$ cat src/rtl/ddrphy_pwr_sane_core.sv
// ddrphy_pwr_sane_core: debounced supply sniffer (VddIn,VddOut->VddInOk), set-dominant sane flag (SetPulse,ClrN->Sane), pwr-ok gated inverting shifters (LsPwrOk,LsIn->LsOut_l); Clk, sync Reset
module ddrphy_pwr_sane_core #(
  parameter int DEBOUNCE = 4,
  parameter int LS_WIDTH = 2
) (
  input  logic                Clk,
  input  logic                Reset,
  input  logic                VddIn,
  input  logic                VddOut,
  output logic                VddInOk,
  input  logic                SetPulse,
  input  logic                ClrN,
  output logic                Sane,
  input  logic                LsPwrOk,
  input  logic [LS_WIDTH-1:0] LsIn,
  output logic [LS_WIDTH-1:0] LsOut_l
);
  localparam int CW = $clog2(DEBOUNCE + 1);
  localparam logic [CW-1:0] LIM = CW'(DEBOUNCE);
  logic          q;
  logic [CW-1:0] cnt, cnt_inc;
  always_comb begin
    q       = VddIn & VddOut;
    cnt_inc = (cnt == LIM) ? cnt : cnt + 1'b1;
  end
  always_ff @(posedge Clk) begin
    if (Reset) begin
      cnt     <= '0;
      VddInOk <= 1'b0;
      Sane    <= 1'b0;
      LsOut_l <= '0;
    end else begin
      cnt     <= q ? cnt_inc : '0;
      VddInOk <= q && (cnt_inc == LIM);
      Sane    <= !VddOut ? 1'b0 : SetPulse ? 1'b1 : !ClrN ? 1'b0 : Sane;
      LsOut_l <= LsPwrOk ? ~LsIn : '0;
    end
  end
endmodule

$ cat config.mk
export PLATFORM = sky130hd
export DESIGN_NAME = ddrphy_pwr_sane_core
export DESIGN_NICKNAME = d
export VERILOG_FILES = /design/src/rtl/ddrphy_pwr_sane_core.sv
export SDC_FILE = /design/constraint.sdc
export NUM_CORES = 1
export LEC_CHECK = 0
export ABC_AREA = 1
export CAP_MARGIN = 30
export CORE_AREA = 2 2 39 41
export DETAILED_ROUTE_END_ITERATION = 8
export DIE_AREA = 0 0 41 43
export HOLD_SLACK_MARGIN = 0.15
export PLACE_DENSITY = 0.53
export SYNTH_ARGS = -nofsm -noshare
export SYNTH_HDL_FRONTEND = slang
export SYNTH_SLANG_ARGS = --single-unit
$ cat constraint.sdc
create_clock -name Clk -period 1.25 [get_ports Clk]
set_clock_uncertainty 0.15 [all_clocks]
set_input_delay 0.125 -clock Clk [delete_from_list [all_inputs] [get_ports Clk]]
set_output_delay 0.125 -clock Clk [all_outputs]
set_load 0.01 [all_outputs]
**Yosys cells after proc, flatten, opt, wreduce, memory -nomap -nowiden**

Index checks and enable logic that the tools add are counted.

- Flip-flop bits (word level): 7
- Input port bits: 9
- Word-level logic and storage cells: 20

- $add $sub $neg: 1
- Equality and inequality tests: 3
- Multiplexer cells: 3
- Bitwise gates (word level): 5
- Reductions and logical operators: 4

Operators with widths:

| kind | number |
|---|---|
| $eq 3x3->1 const B | 2 |
| $reduce_or 2->1 | 3 |
| $add 3x1->3 const B | 1 |
| $mux 3 | 1 |
| $not 1->1 | 3 |
| $mux 1 | 2 |
| $ne 2x2->1 const B | 1 |
| $not 2->2 | 1 |
| $and 1x1->1 | 1 |
| $logic_and 1x1->1 | 1 |

**Logic depth before layout (Yosys ltp)**

- Depth after elaboration: 4
- Mapped depth: 6
- Gate-level depth less buffers: 6

**Worst setup path after synthesis**

Ideal clock, no wire load.

- Path kind: flip-flop to flip-flop
- Start: register cnt[0]
- End: register VddInOk
- Arrival time: 0.816 ns
- Slack: 0.172 ns
- Cell stages (with the launch flop): 7
- Buffers on the path: 0
- Clock period less this slack: 1.078 ns
- Cells stage by stage: dfxtp_1 > inv_1 > ha_1 > inv_1 > nand3_1 > nand3_1 > nor2_1

- Cells in the longest elaborated chain, start to end: 4

RTL lines:

| element | line | source |
|---|---|---|
| from (decl) | 21 | `logic [CW-1:0] cnt, cnt_inc;` |
| from (signal assigned) | 33 | `cnt <= q ? cnt_inc : '0;` |
| $add 3x1->3 or $eq 3x3->1 (tied branches) | 24 | `cnt_inc = (cnt == LIM) ? cnt : cnt + 1'b1;` |
| $mux 3 * | 24 |  |
| $eq 3x3->1 * | 34 | `VddInOk <= q && (cnt_inc == LIM);` |
| $logic_and 1x1->1 * | 34 |  |
| to (signal assigned) | 34 |  |
| to (decl) | 10 | `output logic VddInOk,` |

Every way passes the cells marked *; elsewhere a longest branch is shown, timed or not.
A chain may end at the register's enable or synchronous reset.

**Final worst setup path**

- Start: register cnt[0]
- End: register cnt[2]

- Cells in the longest elaborated chain, start to end: 2

RTL lines:

| element | line |
|---|---|
| $add 3x1->3 or $eq 3x3->1 (tied branches) | 24 |
| $mux 3 * | 24 |

Marks and branches as above.

==> metrics.cfg <==
[setup_path]
worstPathRequired_ns=1.24
critical_path_peak_fanout=3
setup.worst_path.start_class=flop
critical_path.reg2reg.startpoint=cnt[0]$_SDFF_PP0_
worstSetupStartpoint=cnt[0]$_SDFF_PP0_
critical_path_class=reg2reg
critPathArrivalTime_ns=1.14
rr_worst_depth=6
crit-reg2reg-capture=cnt[2]$_SDFF_PP0_
timing.critical_path.to_type=flop
critPathCapture=cnt[2]$_SDFF_PP0_
regToRegSetupSlack_ns=0.1

[cells_and_area]
antenna_cells_inserted=0
fill_cells=155
storage_element_area_um2=140
area_delta_synth_final_pct=58.4
multi_input_area_um2=98.8
nNetsFinal=63
final_cells=67
drive_above_1_share_pct=7.84

[detailed_routing]
vias_per_cell=3.75
remaining_design_rule_violation_count=0
via_count=251
drt-wirelength-per-cell_um=7.45
route.final.wire_length_um=499
drt_pre_antenna_iters=1
drt.antenna.violating_nets=0
drt_iter0_markers=0

[synth]
synth_nets=46
synthCells=35
synth_top_cell_by_area=dfxtp_1
ys_seq_area_share_pct=50.7
synth-main-ff-cell=dfxtp_1
synth-async-reset-ratio_pct=0
synthesis.area_um2=277
synthMostInstantiatedCell=inv_1
synth_area_per_cell_um2=7.90
synth-edff-count=0
synth.yosys.warnings=0
synthDominantCellAreaShare_pct=50.7
synth.area.top_cells=dfxtp_1 (51%), inv_1 (14%), ha_1 (9.0%), nand3_1 (7.2%), nor3_1 (5.4%)
yosys_register_bits=7
leading_cell_types_by_count_after_synthesis=inv_1 (10), dfxtp_1 (7), nand2_1 (4), nand3_1 (4), nor3_1 (3)
synth.lib_cells_used.distinct=9

[clock_tree]
cts-resized-gates=4
hold_buffers=0
cts_post_setup_buffers_inserted=0
htree_num_levels=1
tritoncts=built
tritoncts_num_sinks=7
insertion_delay_ns=0.24
cts.clk_slew.worst_paths_ns=0.05
clock-root-buffer=clkbuf_4
cts_buffers=3
cts_buffer_depth=2

[pwr]
power.leakage_uw=0.000216
power_density_nw_per_um2=1100
vdd_drop_max_v=0.000446

[timing]
finalHoldViolCount=0
setup-tns-final_ns=0
timing.final.crit_share_pct=92.1
timing.fmax_mhz=869
rsz0062_at_grt=no
max_slew.worst_pin.slew_ns=0.166
final_period_minus_worst_setup_slack_ns=1.15
timing.slew.headroom_pct=88.9
final-max-slew-violation-count=0
finalSetupViolCount=0

[floorplanning]
initial_utilization_pct=20.0
io-pin-count=13
placement_rows=14
core_region_area_um2=1380
die_height_um=43
die_width_um=41
fp.dieArea_um2=1760

[placed_design]
dp_hpwl_um=413
port-buffer-count=12
globalplace.congestion=0.654
place.detailed.instances=63

[worst_hold_path]
timing.hold.worst.class=in2reg
number_of_stages_on_the_worst_hold_path=2

[job]
max_cap_violations=0

[global_route]
grt_pass1_vias=255
grt_start_max_net_pins=5
global_route.usage.total_pct=7.95
grt_remaining_overflow=0
grt_first_pass_wirelength_um=897
grt_antenna_before_repair=0

[outcome]
result_of_the_run=finished clean

==> critical path: stages (launching register included) <==
cell	delay [ns]
dfxtp_1	0.35
inv_1	0.07
ha_1	0.22
inv_1	0.06
nand3_1	0.06
nand3_1	0.11
inv_1	0.04
==> through the flow <==
step	total power (uW)	hold slack, ns	cell area, um2	setup slack [ns]	util (%)
2_1_floorplan	252	0.0518	277	0.172	-
3_3_place_gp	289	0.359	417	0.0531	30.1
3_5_place_dp	289	0.359	417	0.0623	30.1
4_1_cts	496	0.263	438	0.0784	31.6
5_1_grt	511	0.271	438	0.00799	31.6
6_report	482	0.272	438	0.0986	31.6
==> layer usage <==
layer	part of all wire, %	wire, um	vias up	global-route usage [%]
li1	-	-	136	-
met5	0	0	-	0
met3	15	75	0	5.76
met1	34	170	103	7.12
met2	51	253	12	11.6
met4	0	0	0	6.00
==> layout by cell type, fill, tap and decap left out <==
cell type        netlist  final
nor2_1                 2      2
nor3_1                 3      3
dlygate4sd2_1          0      4
ha_1                   2      2
nand2_1                4      4
clkbuf_4               0      3
inv_1                 10     10
nor2_2                 1      1
nand3_1                4      4
a21oi_1                2      2
clkbuf_1               0      1
clkdlybuf4s50_1        0      8
dfxtp_1                7      7
==> layout make-up <==
cell class	count	area share, %
clock buffers	4	6.00
inverters	10	8.57
multi-input cells	18	22.6
flip-flops and latches	7	32.0
well taps	16	4.57
repair buffers	12	26.3
==> report_power, final <==
group          leakage (uW)  total (uW)  switching [uW]  internal (uW)
combinational      0.000144        49.2            17.6           31.6
clock             0.0000150         201            79.5            122
sequential        0.0000570         231            2.26            229
==> sequential cells by signal (all words and copies together), names as in the netlist <==
signal	cells
LsOut_l	2
Sane	1
VddInOk	1
cnt	3
==> cells by family after synthesis <==
logic type / share of synthesized area, %
AO/OA/AOI/OAI: 3.62
adder cells (fa/ha/maj): 9.05
buffers and inverters: 13.6
flip-flops: 50.7
AND/OR/NAND/NOR: 23.1
==> how the worst min path moves through the flow <==
stage                            startpoint                    end  slack [ns]
after floorplan                       Reset  LsOut_l[0]$_SDFF_PP0_        0.05
after global placement    cnt[0]$_SDFF_PP0_      cnt[0]$_SDFF_PP0_        0.36
after detailed placement  Sane$_SDFFE_PP0P_      Sane$_SDFFE_PP0P_        0.36
after CTS                           LsIn[1]  LsOut_l[1]$_SDFF_PP0_        0.26
after global routing                LsIn[0]  LsOut_l[0]$_SDFF_PP0_        0.27
final                               LsIn[1]  LsOut_l[1]$_SDFF_PP0_        0.27
Power figures use the tool's default switching activity.
